--- src/rtl/gf163_pkg.sv ---
// Shared constants, state encoding and word select/insert helpers for the
// GF(2^163) multiplier word-serial I/O block.
package gf163_pkg;

  localparam int M      = 163;
  localparam int WORD_W = 32;
  localparam int NWORDS = 6;
  localparam int PAD_W  = NWORDS * WORD_W;

  // x^163 + x^7 + x^6 + x^3 + 1, low byte of the reduction polynomial
  localparam logic [7:0] POLY_TAIL = 8'hC9;

  typedef enum logic [1:0] {
    ST_COLLECT = 2'd0,
    ST_CLEAR   = 2'd1,
    ST_RUN     = 2'd2,
    ST_DRAIN   = 2'd3
  } state_t;

  function automatic logic [WORD_W-1:0] word_sel(input logic [M-1:0] v,
                                                 input logic [2:0]   idx);
    logic [PAD_W-1:0] pad;
    pad = {{(PAD_W-M){1'b0}}, v};
    return pad[WORD_W*idx +: WORD_W];
  endfunction

  // Bits above M-1 in the top word fall off when the padded vector is truncated
  function automatic logic [M-1:0] word_ins(input logic [M-1:0]      v,
                                            input logic [2:0]        idx,
                                            input logic [WORD_W-1:0] w);
    logic [PAD_W-1:0] pad;
    pad = {{(PAD_W-M){1'b0}}, v};
    pad[WORD_W*idx +: WORD_W] = w;
    return pad[M-1:0];
  endfunction

endpackage

--- src/rtl/gf163_mult_io.sv ---
// Word-serial operand loader / product unloader wrapped around the GF(2^163)
// multiplier, with a run timeout that aborts to an all-zero result.
module gf163_mult_io
  import gf163_pkg::*;
#(
  parameter int TIMEOUT = 400
) (
  input  logic              clk,
  input  logic              rst_n,
  input  logic              in_valid,
  output logic              in_ready,
  input  logic [WORD_W-1:0] in_data,
  output logic              out_valid,
  input  logic              out_ready,
  output logic [WORD_W-1:0] out_data,
  output logic [M-1:0]      mult_a,
  output logic [M-1:0]      mult_b,
  output logic              mult_rst,
  output logic              mult_start,
  input  logic [M-1:0]      mult_z,
  input  logic              mult_done,
  output logic              busy,
  output logic              err
);

  localparam logic [8:0] TMO = 9'(TIMEOUT);

  state_t            state_r, state_nxt_s;
  logic [3:0]        wcnt_r, wcnt_nxt_s;
  logic [2:0]        jcnt_r, jcnt_nxt_s;
  logic [8:0]        tcnt_r, tcnt_nxt_s, tcnt_inc_s;
  logic [M-1:0]      a_r, a_nxt_s, b_r, b_nxt_s, res_r, res_nxt_s;
  logic              start_r, start_nxt_s, mrst_r, mrst_nxt_s;
  logic              oval_r, oval_nxt_s, busy_r, busy_nxt_s, err_r, err_nxt_s;
  logic [WORD_W-1:0] odata_r, odata_nxt_s;

  assign in_ready   = (state_r == ST_COLLECT);
  assign out_valid  = oval_r;
  assign out_data   = odata_r;
  assign mult_a     = a_r;
  assign mult_b     = b_r;
  assign mult_rst   = mrst_r;
  assign mult_start = start_r;
  assign busy       = busy_r;
  assign err        = err_r;

  // Next-state and next-output logic for the collect/clear/run/drain sequence
  always_comb begin
    state_nxt_s = state_r;
    wcnt_nxt_s  = wcnt_r;
    jcnt_nxt_s  = jcnt_r;
    tcnt_nxt_s  = tcnt_r;
    a_nxt_s     = a_r;
    b_nxt_s     = b_r;
    res_nxt_s   = res_r;
    start_nxt_s = start_r;
    mrst_nxt_s  = 1'b0;
    oval_nxt_s  = oval_r;
    odata_nxt_s = odata_r;
    busy_nxt_s  = busy_r;
    err_nxt_s   = err_r;
    tcnt_inc_s  = (tcnt_r == TMO) ? tcnt_r : tcnt_r + 9'd1;

    case (state_r)
      ST_COLLECT: begin
        if (in_valid) begin
          if (wcnt_r < 4'd6) begin
            a_nxt_s = word_ins(a_r, wcnt_r[2:0], in_data);
          end else begin
            b_nxt_s = word_ins(b_r, 3'(wcnt_r - 4'd6), in_data);
          end
          if (wcnt_r == 4'd0) begin
            err_nxt_s = 1'b0;
          end else begin
            err_nxt_s = err_r;
          end
          if (wcnt_r == 4'd11) begin
            wcnt_nxt_s  = 4'd0;
            state_nxt_s = ST_CLEAR;
            mrst_nxt_s  = 1'b1;
            busy_nxt_s  = 1'b1;
          end else begin
            wcnt_nxt_s = wcnt_r + 4'd1;
          end
        end else begin
          wcnt_nxt_s = wcnt_r;
        end
      end
      ST_CLEAR: begin
        state_nxt_s = ST_RUN;
        start_nxt_s = 1'b1;
        tcnt_nxt_s  = 9'd0;
      end
      ST_RUN: begin
        tcnt_nxt_s = tcnt_inc_s;
        // a done pulse coinciding with the final timeout cycle still wins
        if (mult_done) begin
          res_nxt_s   = mult_z;
          odata_nxt_s = word_sel(mult_z, 3'd0);
          start_nxt_s = 1'b0;
          busy_nxt_s  = 1'b0;
          oval_nxt_s  = 1'b1;
          jcnt_nxt_s  = 3'd0;
          state_nxt_s = ST_DRAIN;
        end else if (tcnt_inc_s == TMO) begin
          res_nxt_s   = '0;
          odata_nxt_s = {WORD_W{1'b0}};
          err_nxt_s   = 1'b1;
          start_nxt_s = 1'b0;
          busy_nxt_s  = 1'b0;
          oval_nxt_s  = 1'b1;
          jcnt_nxt_s  = 3'd0;
          state_nxt_s = ST_DRAIN;
        end else begin
          start_nxt_s = 1'b1;
        end
      end
      ST_DRAIN: begin
        if (out_ready) begin
          if (jcnt_r == 3'd5) begin
            oval_nxt_s  = 1'b0;
            odata_nxt_s = {WORD_W{1'b0}};
            jcnt_nxt_s  = 3'd0;
            state_nxt_s = ST_COLLECT;
          end else begin
            jcnt_nxt_s  = jcnt_r + 3'd1;
            odata_nxt_s = word_sel(res_r, jcnt_r + 3'd1);
          end
        end else begin
          odata_nxt_s = odata_r;
        end
      end
      default: begin
        state_nxt_s = ST_COLLECT;
      end
    endcase
  end

  // State and registered-output update
  always_ff @(posedge clk or negedge rst_n) begin
    if (!rst_n) begin
      state_r <= ST_COLLECT;
      wcnt_r  <= 4'd0;
      jcnt_r  <= 3'd0;
      tcnt_r  <= 9'd0;
      a_r     <= '0;
      b_r     <= '0;
      res_r   <= '0;
      start_r <= 1'b0;
      mrst_r  <= 1'b0;
      oval_r  <= 1'b0;
      odata_r <= {WORD_W{1'b0}};
      busy_r  <= 1'b0;
      err_r   <= 1'b0;
    end else begin
      state_r <= state_nxt_s;
      wcnt_r  <= wcnt_nxt_s;
      jcnt_r  <= jcnt_nxt_s;
      tcnt_r  <= tcnt_nxt_s;
      a_r     <= a_nxt_s;
      b_r     <= b_nxt_s;
      res_r   <= res_nxt_s;
      start_r <= start_nxt_s;
      mrst_r  <= mrst_nxt_s;
      oval_r  <= oval_nxt_s;
      odata_r <= odata_nxt_s;
      busy_r  <= busy_nxt_s;
      err_r   <= err_nxt_s;
    end
  end

endmodule

--- config.mk ---
export PLATFORM = sky130hd
export DESIGN_NAME = gf163_mult_io
export DESIGN_NICKNAME = d
export VERILOG_FILES = /design/src/rtl/gf163_pkg.sv /design/src/rtl/gf163_mult_io.sv
export SDC_FILE = /design/constraint.sdc
export NUM_CORES = 1
export LEC_CHECK = 0
export ABC_AREA = 1
export BUFFER_PORTS_ARGS = -buffer_cell sky130_fd_sc_hd__buf_2
export CORE_AREA = 2 2 218 220
export CTS_BUF_LIST = sky130_fd_sc_hd__clkbuf_16
export CTS_CLUSTER_SIZE = 8
export DETAILED_ROUTE_END_ITERATION = 7
export DIE_AREA = 0 0 220 222
export PLACE_DENSITY_LB_ADDON = 0.12
export REMOVE_ABC_BUFFERS = 1
export SETUP_SLACK_MARGIN = 0.5
export SLEW_MARGIN = 20
export SYNTH_ARGS = -nofsm -noshare
export SYNTH_HDL_FRONTEND = slang
export SYNTH_SLANG_ARGS = --single-unit
--- constraint.sdc ---
create_clock -name clk -period 4.15 [get_ports clk]
set_input_delay 0.415 -clock clk [delete_from_list [all_inputs] [get_ports clk]]
set_output_delay 0.415 -clock clk [all_outputs]
set_load 0.02 [all_outputs]
==> run_results.csv, run 1 <==
group,metric,value,unit
worst_setup_path,rr_endpoint,"mult_a[50]",
worst_hold_path,hold_path_class,"in2reg",
worst_setup_path,crit_fanout,29,
floorplanning,die_x,220,um
timing,final-max-slew-violation-count,0,
timing,rsz0062_at_grt,"false",
routing,post_drt_wl_per_cell,21.17,um
yosys,synth.avg_cell_area,8.554,um^2
clocking,cts_tree,"built",
yosys,yosys.cell_types.count,32,
layout,areaGrowthSynthToFinish,22.07,%
placement,hpwl,54510,um
yosys,async_flop_share,1.000,
floorplanning,initial_core_util,0.5111,
floorplanning,die_height,222,um
worst_setup_path,cp.depth,9,
clocking,clk_path_buf_depth,3,
worst_setup_path,cp-start-kind,"register",
layout,post-route-util,0.6239,
placement,post-place-ws,1.130,ns
clocking,clock_latency,0.60,ns
timing,setup_slack,1.087,ns
routing,dr.pass1.iters,6,
grt,grt_pass1_vias,21690,
worst_setup_path,r2r_start,"wcnt_r[1]",
grt,gr-total-overflow,0,
worst_setup_path,worstPathCellList,"inv_1 > ha_1 > ha_1 > inv_1 > nor2_2 > inv_1 > nor2_2 > nand2_1 > o21ai_0",
grt,grt_first_pass_wirelength,126700,um
timing,slew_headroom,0.2532,
timing,worstMarginPinSlew,1.117,ns
timing,hold_violations,0,
timing,max_freq,0.3265,GHz
yosys,ys.flop_type,"dfrtp_1",
worst_setup_path,crit_type,"reg2reg",
worst_setup_path,crit_path_start,"wcnt_r[1]",
routing,drtIter0Drc,2279,
timing,setup_viol_count_final,0,
clocking,clkTransAtPathRegs,0.05,ns
grt,grt.total_usage,0.3353,
worst_setup_path,endpoint_kind,"register",
worst_setup_path,endpoint,"mult_a[50]",
clocking,root_buffer,"clkbuf_16",
worst_setup_path,reg2regPathDepth,9,
worst_setup_path,cp_common_cell,"inv_1",
timing,finClkSkew,0.01926,ns
worst_setup_path,cpPeakStageDelay,0.66,ns
routing,ant_nets,0,
power,max-vdd-ir-drop,0.4941,mV
routing,drc,0,
clocking,cts_max_level,3,
floorplanning,std_cell_rows,79,
floorplanning,ios,564,
yosys,yosysWarnings,0,
yosys,synth_seq_cells,544,
worst_setup_path,arrival,3.54,ns
layout,post_route_cells_drive_above_1_share,0.2233,
routing,vias,22160,
floorplanning,dieArea,48840,um^2
yosys,yosysSeqAreaShare,0.5758,
clocking,cts_setup_buffers,0,
worst_setup_path,required,4.62,ns
worst_setup_path,crit_buf_inv,3,
power,power.leakage,15.43,nW
yosys,synthCells,2764,
floorplanning,coreArea,46260,um^2
worst_setup_path,regToRegSetupSlack,1.09,ns
placement,routabilityCongestion,0.8696,
power,power_density,786.4,nW/um^2
run_status,outcome,"finished clean",
placement,portBuffers,563,
run,maxCapViolations,0,
routing,wl,81820,um
timing,period_needed,3.063,ns
yosys,netlist_area,23640,um^2
grt,grt_max_degree,196,
clocking,cts_buffers,77,
worst_setup_path,cp_slowest_cell,"nand2_1",
timing,finalCritPeriodShare,0.7381,
grt,antenna_found_initial,3,
layout,fin_nets,3468,
yosys,synth_edf_count,0,
worst_setup_path,crit_family,"simple AND/OR/NAND/NOR gates",
routing,via_per_inst,5.734,
clocking,cts_sinks,544,
==> kinds of logic (layout without fill, tap and decap cells) <==
| kind of cell | Yosys count | after routing | share of synthesized area |
|---|---|---|---|
| multiplexers | 3 | 3 | 0.001270 |
| flip-flops | 544 | 544 | 0.5758 |
| buffers and inverters | 337 | 829 | 0.05874 |
| XOR/XNOR | 4 | 4 | 0.001800 |
| AO/OA/AOI/OAI | 553 | 553 | 0.1217 |
| AND/OR/NAND/NOR | 1305 | 1305 | 0.2313 |
| adder cells (fa/ha/maj) | 18 | 18 | 0.009525 |
| other | 0 | 2 | 0 |
==> cell usage in the layout, fill, tap and decap left out, types with 7 or more instances in the layout <==
| cell type | count |
|---|---|
| o21ai_0 | 485 |
| o31ai_1 | 38 |
| nand4_1 | 44 |
| nand2_1 | 863 |
| buf_2 | 561 |
| inv_2 | 7 |
| inv_1 | 133 |
| clkbuf_16 | 79 |
| nor2_1 | 62 |
| nand3_1 | 302 |
| nand3_2 | 7 |
| dfrtp_1 | 542 |
| ha_1 | 16 |
| nor2_2 | 7 |
| a21oi_1 | 8 |
| o21ai_1 | 14 |
| nor3_1 | 7 |
| buf_4 | 36 |
| nand2_2 | 7 |
==> worst min path at each step <==
stage                startpoint     endpoint  slack (ns)  cells after the start
finish               mult_z[75]    res_r[75]        0.05                      3
global route         mult_z[91]    res_r[91]        0.04                      3
CTS                  mult_z[63]    res_r[63]        0.02                      3
detailed placement  out_data[2]  out_data[2]        0.46                      2
global placement      res_r[13]    res_r[13]        0.45                      2
floorplan                 rst_n         busy        0.12                      0
==> power breakdown <==
group | internal, mW | leakage [nW] | switching [mW]
Combinational | 2.56 | 7.21 | 6.40
Clock | 3.33 | 1.01 | 2.20
Sequential | 7.16 | 7.21 | 1.05
Total | 13.1 | 15.4 | 9.64
==> cell usage after synthesis (2+ instances only) <==
cell | instances | area share
o31ai_1 | 38 | 0.012
inv_1 | 131 | 0.021
clkbuf_1 | 156 | 0.025
ha_1 | 18 | 0.0095
a21oi_1 | 8 | 0.0017
o21ai_1 | 14 | 0.0030
buf_6 | 14 | 0.0067
or2_2 | 2 | 0.00053
nand3_2 | 4 | 0.0017
nor3_1 | 7 | 0.0015
inv_2 | 6 | 0.00095
nand2_2 | 3 | 0.00079
buf_2 | 12 | 0.0025
clkinv_1 | 2 | 0.00032
nor2_1 | 64 | 0.010
o22ai_1 | 5 | 0.0013
o21ai_0 | 485 | 0.10
buf_1 | 15 | 0.0024
xor2_1 | 3 | 0.0011
nand4_1 | 44 | 0.012
nand2_1 | 868 | 0.14
mux2i_1 | 3 | 0.0013
dfrtp_1 | 544 | 0.58
nand3_1 | 305 | 0.065
nor2_2 | 6 | 0.0016
==> area by class of cell <==
cell class | count | area (um^2)
Antenna cell | 2 | 5.005
Clock buffer | 79 | 1977
Clock inverter | 6 | 57.56
Fill cell | 4088 | 17400
Inverter | 139 | 523.0
Multi-Input combinational cell | 1883 | 8711
Sequential cell | 544 | 13620
Tap cell | 607 | 759.5
Timing Repair Buffer | 605 | 3214
==> sequential cells by signal, indices dropped and copies added (netlist names) <==
| signal | count |
|---|---|
| mult_a | 163 |
| mult_b | 163 |
| res_r | 163 |
| out_data | 32 |
| tcnt_r | 9 |
| wcnt_r | 4 |
| jcnt_r | 3 |
| state_r | 2 |
| busy | 1 |
| err | 1 |
| mult_rst | 1 |
| mult_start | 1 |
| out_valid | 1 |
==> metal layers <==
| layer | global-route usage | wire length [um] | share of wire | up-vias |
|---|---|---|---|---|
| met3 | 0.06872 | 7202 | 0.088 | 194 |
| met1 | 0.4269 | 31100 | 0.38 | 10750 |
| met2 | 0.5462 | 39630 | 0.48 | 1149 |
| met5 | 0 | 27 | 0.00033 | - |
| li1 | - | - | - | 10060 |
| met4 | 0.1619 | 3858 | 0.047 | 4 |
==> stage by stage <==
| step | hold slack [ns] | cell area [um^2] | setup TNS [ns] | instances | total power [mW] |
|---|---|---|---|---|---|
| finish | 0.04751 | 28860 | 0 | 3865 | 22.70 |
| global route | 0.04217 | 28860 | 0 | 3863 | 24.11 |
| CTS | 0.02083 | 28850 | 0 | 3863 | 22.73 |
| detailed placement | 0.4569 | 26800 | 0 | 3777 | 17.13 |
| global placement | 0.4533 | 26800 | 0 | 3777 | 16.91 |
| floorplan | 0.1194 | 22780 | -330.27 | 2566 | 13.48 |
==> worst register-to-register path: stages (launching register included) <==
cell     delay, ns
dfrtp_1       0.44
inv_1         0.16
ha_1          0.25
ha_1          0.31
inv_1         0.07
nor2_2        0.29
inv_1         0.10
nor2_2        0.17
nand2_1       0.66
o21ai_0       0.50
==> what timing repair did <==
| item | in CTS | in global routing |
|---|---|---|
| hold buffers | 1 | 0 |
| resized for setup | 0 | 0 |
| endpoints found under the hold margin | 93 | 0 |
Note: power is estimated with default switching activity, not from simulation.
==> run 2, diff against run 1 <==
--- a/config.mk
+++ b/config.mk
@@ -7,11 +7,10 @@
 export LEC_CHECK = 0
 export ABC_AREA = 1
 export BUFFER_PORTS_ARGS = -buffer_cell sky130_fd_sc_hd__buf_2
-export CORE_AREA = 2 2 218 220
+export CORE_UTILIZATION = 49
 export CTS_BUF_LIST = sky130_fd_sc_hd__clkbuf_16
 export CTS_CLUSTER_SIZE = 8
 export DETAILED_ROUTE_END_ITERATION = 7
-export DIE_AREA = 0 0 220 222
 export PLACE_DENSITY_LB_ADDON = 0.12
 export REMOVE_ABC_BUFFERS = 1
 export SETUP_SLACK_MARGIN = 0.5
==> constraint.sdc (replaced) <==
create_clock -name clk -period 2.8 [get_ports clk]
set_input_delay 0.28 -clock clk [delete_from_list [all_inputs] [get_ports clk]]
set_output_delay 0.28 -clock clk [all_outputs]
set_load 0.02 [all_outputs]
==> run_results.csv, run 2 (synthesis gave the netlist of run 1 again) <==
group,metric,value,unit
routing,dr.pass1.iters,8,
timing,finalCritPeriodShare,0.7967,
clocking,clk_path_buf_depth,3,
worst_setup_path,crit_fanout,37,
grt,grt_first_pass_wirelength,135400,um
layout,layout_commonest_cell,"nand2_1",
power,power.leakage,16.68,nW
floorplanning,die_height,221.7,um
floorplanning,initial_core_util,0.4962,
grt,grt_pass1_vias,22930,
worst_setup_path,crit_type,"reg2reg",
clocking,cts_buffers,78,
worst_hold_path,hold_path_class,"in2reg",
power,power_density,1119,nW/um^2
worst_setup_path,arrival,2.78,ns
clocking,clock_latency,0.62,ns
layout,post_route_cells_drive_above_1_share,0.2301,
timing,finClkSkew,0.02042,ns
worst_setup_path,crit_family,"buffers and inverters",
worst_setup_path,required,3.35,ns
worst_setup_path,crit_buf_inv,3,
routing,via_per_inst,5.735,
routing,vias,23620,
placement,hpwl,55920,um
run,maxCapViolations,0,
worst_setup_path,cp-start-kind,"register",
clocking,cts_tree,"built",
layout,multi_input_area,8820,um^2
timing,slew_headroom,0.5274,
layout,post-route-util,0.6664,
layout,areaGrowthSynthToFinish,34.29,%
floorplanning,dieArea,49140,um^2
placement,placed_cell_area,27140,um^2
timing,setup_viol_count_final,0,
grt,grt.total_usage,0.3564,
routing,wl,90510,um
grt,grt_max_degree,129,
routing,ant_nets,0,
placement,portBuffers,563,
floorplanning,ios,564,
grt,antenna_found_initial,0,
run_status,outcome,"finished clean",
placement,routabilityCongestion,0.8966,
timing,period_needed,2.231,ns
layout,most-common-layout-cells,"nand2_1 (864), buf_2 (561), dfrtp_1 (540), o21ai_0 (473), nand3_1 (301)",
routing,post_drt_wl_per_cell,21.98,um
floorplanning,die_x,221.7,um
timing,hold_violations,0,
floorplanning,std_cell_rows,80,
layout,fin_nets,3711,
worst_setup_path,cp_slowest_cell,"ha_4",
worst_setup_path,endpoint_kind,"register",
layout,design_area,31750,um^2
layout,antenna_cells,0,
worst_setup_path,worstPathCellList,"inv_1 > ha_4 > inv_1 > nand2_2 > buf_4 > nand4_1 > nand2_2",
routing,drtIter0Drc,2659,
routing,drc,0,
timing,max_freq,0.4483,GHz
timing,worstMarginPinSlew,0.7088,ns
layout,nFillCells,3881,
clocking,root_buffer,"clkbuf_16",
clocking,cts_sinks,544,
timing,rsz0062_at_grt,"false",
layout,register_area,13620,um^2
clocking,cts_max_level,3,
power,max-vdd-ir-drop,0.6359,mV
floorplanning,coreArea,47650,um^2
grt,gr-total-overflow,0,
clocking,clkTransAtPathRegs,0.05,ns
timing,final-max-slew-violation-count,0,
worst_setup_path,cpPeakStageDelay,0.47,ns
run 2: cell types whose count changed in the layout (fill, tap and decap cells not counted), sizes merged:
| cell | delta |
|---|---|
| dlygate4sd3 | +183 |
| clkbuf | +8 |
| diode | -2 |
| buf | +50 |
| bufbuf | +1 |
| inv | +1 |
| clkinvlp | +2 |
| clkinv | +2 |
run 2: cell type report:
cell class	count	area share
timing repair buffer	846	0.1849
multi-input combinational	1883	0.2778
tap	615	0.02424
inverter	139	0.01718
clock buffer	80	0.06305
sequential	544	0.4289
timing repair inverter	1	0.0002364
clock inverter	10	0.003704
run 2: path summary, 6_finish.rpt:
kind,from,to,slack (ns),cells after the start
worst max register to register,state_r[0],out_data[18],0.57,7
min in group asynchronous,rst_n,res_r[139],0.19,2
worst max-delay path,state_r[0],out_data[18],0.57,7
worst min register to register,res_r[104],res_r[104],0.47,2
worst min-delay path,in_data[12],mult_b[108],0.03,3
max in group asynchronous,rst_n,mult_a[68],1.59,4
run 2: routing by layer:
layer	part of all wire	GRT usage	wire length (um)	vias up
met4	0.058	0.1850	5233	0
li1	-	-	-	10540
met3	0.087	0.07580	7894	298
met2	0.48	0.5872	43710	1383
met5	0	0	0	-
met1	0.37	0.4430	33670	11390
run 2: timing repair:
| action | CTS | global route |
|---|---|---|
| buffers inserted | 6 | 16 |
| cloned | 3 | 8 |
| endpoints found under the hold margin | 273 | 0 |
| resized for setup | 22 | 54 |
| pin swaps | 3 | 11 |
| endpoints found under the setup margin | 263 | 410 |
| hold buffers | 184 | 0 |
run 2: worst register-to-register path: cells and delay by family (launching register included):
family / cells / cell delay [ns]
simple gates: 3 / 0.54
fa+ha+maj: 1 / 0.47
flops: 1 / 0.39
buf+inv: 3 / 0.76
run 2: report_power, final:
group	internal [mW]	switching, mW
Clock	5.04	3.41
Sequential	10.6	1.51
Combinational	4.71	10.2
run 2: metrics by stage:
stage / std cells / hold slack, ns / worst slack [ns] / power (mW) / setup TNS (ns)
5_1_grt: 4118 / 0.02780 / 0.4994 / 37.36 / 0
4_1_cts: 4094 / 0.005717 / 0.4341 / 34.62 / 0
6_report: 4118 / 0.02763 / 0.5692 / 35.52 / 0
3_3_place_gp: 3811 / 0.2493 / 0.3579 / 25.32 / 0
2_1_floorplan: 2566 / -0.01559 / -3.417 / 19.98 / -862.42
3_5_place_dp: 3811 / 0.2558 / 0.2183 / 25.69 / 0
